$ cat src/rtl/dmem_pkg.sv
// Shared address map and decode types for the data-side memory/MMIO responder.
package dmem_pkg;

    localparam logic [31:0] ADDR_TXDATA = 32'h100;
    localparam logic [31:0] ADDR_STATUS = 32'h104;
    localparam logic [31:0] ADDR_CYCLES = 32'h108;
    localparam logic [31:0] RAM_LIMIT   = 32'h100;

    localparam int ST_FULL      = 0;
    localparam int ST_EMPTY     = 1;
    localparam int ST_OVF       = 2;
    localparam int ST_COUNT_LSB = 3;

    typedef enum logic [2:0] {
        SEL_RAM,
        SEL_TX,
        SEL_STATUS,
        SEL_CYCLES,
        SEL_NONE
    } sel_t;

endpackage

$ cat src/rtl/dmem_mmio_if.sv
// Core data port plus the byte output stream of the MMIO window.
interface dmem_mmio_if;

    logic        MemWrite;
    logic [31:0] ALUResult;
    logic [31:0] WriteData;
    logic [31:0] ReadData;
    logic [7:0]  out_data;
    logic        out_valid;
    logic        out_ready;

    modport master (
        output MemWrite, ALUResult, WriteData, out_ready,
        input  ReadData, out_data, out_valid
    );

    modport slave (
        input  MemWrite, ALUResult, WriteData, out_ready,
        output ReadData, out_data, out_valid
    );

endinterface

$ cat src/rtl/mmio_fifo.sv
// Byte FIFO for the MMIO output stream; head reads as 0 when empty.
module mmio_fifo #(
    parameter int DEPTH = 4,
    localparam int AW = $clog2(DEPTH),
    localparam int CW = AW + 1
) (
    input  logic          clk,
    input  logic          rst_n,
    input  logic          push,
    input  logic [7:0]    din,
    input  logic          pop,
    output logic [7:0]    dout,
    output logic          full,
    output logic          empty,
    output logic [CW-1:0] count
);

    logic [7:0]    mem [DEPTH];
    logic [AW-1:0] wr_ptr;
    logic [AW-1:0] rd_ptr;
    logic          do_pop;
    logic          do_push;

    assign full  = (count == CW'(DEPTH));
    assign empty = (count == '0);

    // a pop frees a slot in the same edge, so a full FIFO still accepts
    assign do_pop  = pop && !empty;
    assign do_push = push && (!full || do_pop);

    assign dout = empty ? 8'h00 : mem[rd_ptr];

    always_ff @(posedge clk) begin
        if (do_push) begin
            mem[wr_ptr] <= din;
        end
    end

    always_ff @(posedge clk) begin
        if (!rst_n) begin
            wr_ptr <= '0;
            rd_ptr <= '0;
            count  <= '0;
        end else begin
            if (do_push) begin
                wr_ptr <= wr_ptr + 1'b1;
            end
            if (do_pop) begin
                rd_ptr <= rd_ptr + 1'b1;
            end
            unique case ({do_push, do_pop})
                2'b10:   count <= count + 1'b1;
                2'b01:   count <= count - 1'b1;
                default: count <= count;
            endcase
        end
    end

endmodule

$ cat src/rtl/dmem_mmio.sv
// Word RAM plus MMIO window (TX FIFO, STATUS, optional CYCLES counter).
// Define DMEM_CYCLE_COUNTER_EN to build the cycle counter at 0x108.
module dmem_mmio
    import dmem_pkg::*;
#(
    parameter int RAM_WORDS  = 64,
    parameter int FIFO_DEPTH = 4
) (
    input  logic        clk,
    input  logic        reset,
    dmem_mmio_if.slave  bus
);

    localparam int AW = $clog2(RAM_WORDS);
    localparam int CW = $clog2(FIFO_DEPTH) + 1;

    logic [31:0]   addr;
    sel_t          sel;
    logic [31:0]   ram [RAM_WORDS];
    logic [AW-1:0] ram_idx;
    logic          tx_push;
    logic          tx_pop;
    logic          fifo_full;
    logic          fifo_empty;
    logic [CW-1:0] fifo_count;
    logic [7:0]    fifo_head;
    logic          ovf;
    logic [31:0]   status;
    logic          unused_ok;

    assign addr    = {bus.ALUResult[31:2], 2'b00};
    assign ram_idx = bus.ALUResult[2 +: AW];

    always_comb begin
        sel = SEL_NONE;
        unique case (1'b1)
            (addr < RAM_LIMIT):
                sel = (32'(addr[7:2]) < 32'(RAM_WORDS)) ? SEL_RAM : SEL_NONE;
            (addr == ADDR_TXDATA): sel = SEL_TX;
            (addr == ADDR_STATUS): sel = SEL_STATUS;
`ifdef DMEM_CYCLE_COUNTER_EN
            (addr == ADDR_CYCLES): sel = SEL_CYCLES;
`endif
            default: sel = SEL_NONE;
        endcase
    end

    always_ff @(posedge clk) begin
        if (bus.MemWrite && sel == SEL_RAM) begin
            ram[ram_idx] <= bus.WriteData;
        end
    end

    assign tx_push = bus.MemWrite && (sel == SEL_TX);
    assign tx_pop  = bus.out_valid && bus.out_ready;

    mmio_fifo #(
        .DEPTH(FIFO_DEPTH)
    ) u_fifo (
        .clk  (clk),
        .rst_n(reset),
        .push (tx_push),
        .din  (bus.WriteData[7:0]),
        .pop  (tx_pop),
        .dout (fifo_head),
        .full (fifo_full),
        .empty(fifo_empty),
        .count(fifo_count)
    );

    assign bus.out_valid = !fifo_empty;
    assign bus.out_data  = fifo_head;

    // overflow only when the byte is really dropped (no pop frees a slot)
    always_ff @(posedge clk) begin
        if (!reset) begin
            ovf <= 1'b0;
        end else if (tx_push && fifo_full && !tx_pop) begin
            ovf <= 1'b1;
        end else if (bus.MemWrite && sel == SEL_STATUS
                     && bus.WriteData[ST_OVF]) begin
            ovf <= 1'b0;
        end
    end

    always_comb begin
        status = '0;
        status[ST_FULL]  = fifo_full;
        status[ST_EMPTY] = fifo_empty;
        status[ST_OVF]   = ovf;
        status[ST_COUNT_LSB +: CW] = fifo_count;
    end

`ifdef DMEM_CYCLE_COUNTER_EN
    logic [31:0] cycles;

    always_ff @(posedge clk) begin
        if (!reset) begin
            cycles <= '0;
        end else if (bus.MemWrite && sel == SEL_CYCLES) begin
            cycles <= bus.WriteData;
        end else begin
            cycles <= cycles + 32'd1;
        end
    end

    assign unused_ok = ^bus.ALUResult[1:0];
`else
    assign unused_ok = ^{bus.ALUResult[1:0], bus.WriteData[31:8]};
`endif

    always_comb begin
        bus.ReadData = '0;
        unique case (sel)
            SEL_RAM:    bus.ReadData = ram[ram_idx];
            SEL_TX:     bus.ReadData = {24'b0, fifo_head};
            SEL_STATUS: bus.ReadData = status;
`ifdef DMEM_CYCLE_COUNTER_EN
            SEL_CYCLES: bus.ReadData = cycles;
`endif
            default:    bus.ReadData = '0;
        endcase
    end

endmodule

$ cat src/flat_wrapper.sv
// flat-port wrapper written by rule: the top's interface ports become plain ports
module dmem_mmio_flat import dmem_pkg::*;
#(
    parameter int RAM_WORDS  = 64,
    parameter int FIFO_DEPTH = 4
)
  (clk, reset, bus_MemWrite, bus_ALUResult, bus_WriteData, bus_out_ready, bus_ReadData, bus_out_data, bus_out_valid);
  dmem_mmio_if bus_i ();
  input  logic clk;
  input  logic reset;
  input wire logic [$bits(bus_i.MemWrite)-1:0] bus_MemWrite;
  input wire logic [$bits(bus_i.ALUResult)-1:0] bus_ALUResult;
  input wire logic [$bits(bus_i.WriteData)-1:0] bus_WriteData;
  input wire logic [$bits(bus_i.out_ready)-1:0] bus_out_ready;
  output wire logic [$bits(bus_i.ReadData)-1:0] bus_ReadData;
  output wire logic [$bits(bus_i.out_data)-1:0] bus_out_data;
  output wire logic [$bits(bus_i.out_valid)-1:0] bus_out_valid;
  assign bus_i.MemWrite = bus_MemWrite;
  assign bus_i.ALUResult = bus_ALUResult;
  assign bus_i.WriteData = bus_WriteData;
  assign bus_i.out_ready = bus_out_ready;
  assign bus_ReadData = bus_i.ReadData;
  assign bus_out_data = bus_i.out_data;
  assign bus_out_valid = bus_i.out_valid;
  dmem_mmio #(.RAM_WORDS(RAM_WORDS), .FIFO_DEPTH(FIFO_DEPTH)) u_core (.clk(clk), .reset(reset), .bus(bus_i));
endmodule
$ cat config.mk
export PLATFORM = sky130hd
export DESIGN_NAME = dmem_mmio_flat
export DESIGN_NICKNAME = d
export VERILOG_FILES = /design/src/rtl/dmem_pkg.sv /design/src/rtl/dmem_mmio_if.sv /design/src/rtl/mmio_fifo.sv /design/src/rtl/dmem_mmio.sv /design/src/flat_wrapper.sv
export SDC_FILE = /design/constraint.sdc
export NUM_CORES = 2
export LEC_CHECK = 0
export ABC_AREA = 1
export BUFFER_PORTS_ARGS = -buffer_cell sky130_fd_sc_hd__buf_2
export CAP_MARGIN = 25
export CORE_MARGIN = 2
export CORE_UTILIZATION = 60
export DETAILED_ROUTE_END_ITERATION = 8
export PLACE_DENSITY = 0.79
export SLEW_MARGIN = 15
export SYNTH_ARGS = -nofsm -noshare
export SYNTH_HDL_FRONTEND = slang
export SYNTH_SLANG_ARGS = --single-unit
export TNS_END_PERCENT = 5
$ cat constraint.sdc
create_clock -name clk -period 6.3 [get_ports clk]
set_clock_uncertainty 0.05 [all_clocks]
set_input_delay 0.315 -clock clk [delete_from_list [all_inputs] [get_ports clk]]
set_output_delay 0.315 -clock clk [all_outputs]
set_load 0.005 [all_outputs]
==> results.md <==
* Outcome: finished, violations left
* Violated checks: design-rule violations, negative hold slack
* Crit share post-route at 0.761
* Congestion Overflow GR at 0
* Die width at 370 um
* Worst path max stage delay at 0.76 ns
* Worst reg2reg path depth at 10
* Max Slew Vio Count at 0
* Area Growth Syn to Fin at 12.3%
* Post-synthesis register bit count at 2090
* Full die area at 0.137 mm^2
* DRT Pass-1 Iters at 8
* Post-DP HPWL at 114 mm
* Cell Area, Synth at 0.0802 mm^2
* Worst-Skew Late Latency at 0.85 ns
* Syn_nets at 6015
* Slew @ Worst Pin at 1.03 ns
* Initial antenna violation count at 6
* Synth unique cells at 42
* Total Nets Final at 6194
* FP Rows at 134
* Setup ws final at 1.51 ns
* Ys Warns at 0
* Pwr Density at 309 mW/mm^2
* Pleak at 30.8 nW
* Worst Path Max Fanout at 113
* H-tree Lvls at 4
* Sequential share of the synthesized area at 0.782
* Async set-reset flop share out of synthesis at 0
* CTS tree: done
* Crit end category: output port
* Critical Path Stages at 13
* Largest net degree at the start of global routing at 163
* Final ANT Viol Nets at 0
* Worst vdd ir at 0.000268 V
* Clock root cell: clkbuf_16
* CP bufs+invs at 5
* Worst path required time at 5.93 ns
* Initial core utilization at 0.603
* Clk buf depth at 3
* Chip Height at 370 um
* Fmax at 0.209 GHz
* Critical path cell sequence: buf_4, buf_4, nor2_4, nand2_8, buf_12, buf_4, nor2_1, nor2_1, nand2_1, o21ai_1, nand3_1, nor2_1, buf_2
* Tmin final at 4.79 ns
* I/O Pins at 109
* Final setup fails at 0
* Design area at 0.0900 mm^2
* Crit path DAT at 4.43 ns
* RSZ-0062 raised after global routing: false
* Element type at the critical path start: input port
* Via density at 6.47
* Remaining DRCs at 1
* Dpl ws at 1.38 ns
* Core Box Area at 0.133 mm^2
* Max Cap Viol at 0
* Synth Flop Type: edfxtp_1
* Hold crit path type: in -> reg
* Relative slew slack at 0.313
* Global-route wire length before repair at 316 mm
* Gr usage total at 0.316
* Hold WS at -0.0173 ns
* Final WL at 220 mm
* Post-place instance area at 0.0834 mm^2
* Max stage delay cell, worst path: buf_4
* Top cell type's share of synthesized area at 0.779
* Critical path type: in -> out
* Synth area leaders: edfxtp_1 (78%), nand2_1 (5.3%), nor2_1 (4.4%)
* Initial detailed-routing violation count at 8694
* Clock-pin slew on the worst setup and hold paths at 0.06 ns
* Post-synth EDFFs at 2080
* Port buffer count at 106
* CTS Buf Count at 193
* Share of cells above drive strength 1 at 0.0993
* Area leader, netlist: edfxtp_1
* Postcts setup bufs at 0
* Setup Total Neg Slack at 0 ns
* Routed wire length per instance at 27.3 um
* Antenna diodes at 0
* Vias at 52100
* Number of global-route vias before repair at 49900
* Cell count after synthesis at 5937
* Clk sinks at 2090
* Final hold vios at 43
* Delay-heaviest family, CP: buffers and inverters
* Placer congestion estimate at 0.831
* Hold path depth at 1
* Avg Cell Area, Syn at 13.5 um^2
## Yosys cell counts (5+ instances only)
cell type,n
buf_1,24
clkbuf_1,69
a21oi_1,133
o22a_1,30
nand3b_1,13
inv_1,185
o21a_1,6
edfxtp_1,2080
nor2_1,948
o22ai_1,511
dfxtp_1,10
nor3_1,58
buf_6,7
buf_2,169
o211ai_1,5
nand2_2,5
ha_1,9
nand3_1,170
o21ai_0,205
nand2_1,1125
nand4_1,39
o21ai_1,49
buf_4,37
or2_2,14
## placed cells by master, fill, tap and decap left out, types with 4 or more instances in the layout
master,count
a21oi_1,133
buf_12,41
buf_2,99
buf_4,124
bufinv_16,11
clkbuf_1,50
clkbuf_16,195
clkbuf_8,5
clkinv_1,55
clkinv_2,23
clkinv_8,6
dfxtp_1,10
dlygate4sd3_1,23
edfxtp_1,2080
ha_1,9
inv_1,184
inv_2,4
nand2_1,1124
nand2_8,8
nand3_1,170
nand3b_1,13
nand4_1,39
nor2_1,884
nor2_4,67
nor3_1,51
nor3_2,7
o211ai_1,5
o21a_1,6
o21ai_0,205
o21ai_1,49
o22a_1,30
o22ai_1,511
or2_1,4
or2_2,14
## layout make-up
class / count / area [um^2]
well taps: 1768 / 2210
inverters: 193 / 739
repair buffers: 290 / 2550
flip-flops and latches: 2090 / 62700
clock inverters: 102 / 913
clock buffers: 250 / 5140
fillers: 8335 / 42900
multi-input cells: 3348 / 15800
## per-layer routing
layer  track usage  vias up  routed length, um  part of all wire
met2         0.495     4430             103000              0.47
met3        0.0664      662              29300              0.13
li1              -    21900                  -                 -
met5             0        -                 48           0.00022
met4         0.160        8              11800             0.053
met1         0.425    25100              76000              0.35
## stage by stage
step / cells / hold slack (ns) / power, mW / utilization
floorplan: 5937 / 0.364 / 16.2 / -
detailed placement: 7649 / 0.413 / 16.8 / 0.627
finish: 8041 / -0.0173 / 27.9 / 0.677
CTS: 8009 / 0.103 / 27.8 / 0.673
global placement: 7645 / 0.396 / 16.7 / 0.627
global route: 8041 / 0.000168 / 28.5 / 0.677
## registers in the layout (all words and copies together), names as in the netlist, named ones only
register	flops
u_core.ram	2048
u_core.u_fifo.mem	32
u_core.u_fifo.count	3
u_core.u_fifo.rd_ptr	2
u_core.u_fifo.wr_ptr	2
u_core.ovf	1
## kinds of logic (layout without fill, tap and decap cells)
logic type,count (synthesis),count (layout),synth area share
simple gates,2391,2391,0.119
flops,2090,2090,0.782
compound gates,947,947,0.0691
buf+inv,499,835,0.0284
fa+ha+maj,10,10,0.00165
## repair_timing
item                      4_1_cts  5_1_grt
hold buffers                    8       15
resized for setup               0        0
hold endpoints to repair      114      256
## final timing paths
check / endpoint / start / slack [ns]
max: bus_ReadData[8] / bus_ALUResult[4] / 1.51
min: u_core.ram[0][23] / bus_WriteData[23] / -0.02
max reg2reg: u_core.u_fifo.count[2] / u_core.u_fifo.count[1] / 3.75
min reg2reg: u_core.ovf / u_core.ovf / 0.43
## power by group
group / total [mW] / internal, mW / switching, mW / leakage (nW)
clock network: 11.3 / 6.22 / 5.08 / 2.94
logic: 1.27 / 0.316 / 0.954 / 9.15
registers: 15.3 / 15.3 / 0.00807 / 18.8
Note: power is estimated with default switching activity, not from simulation.
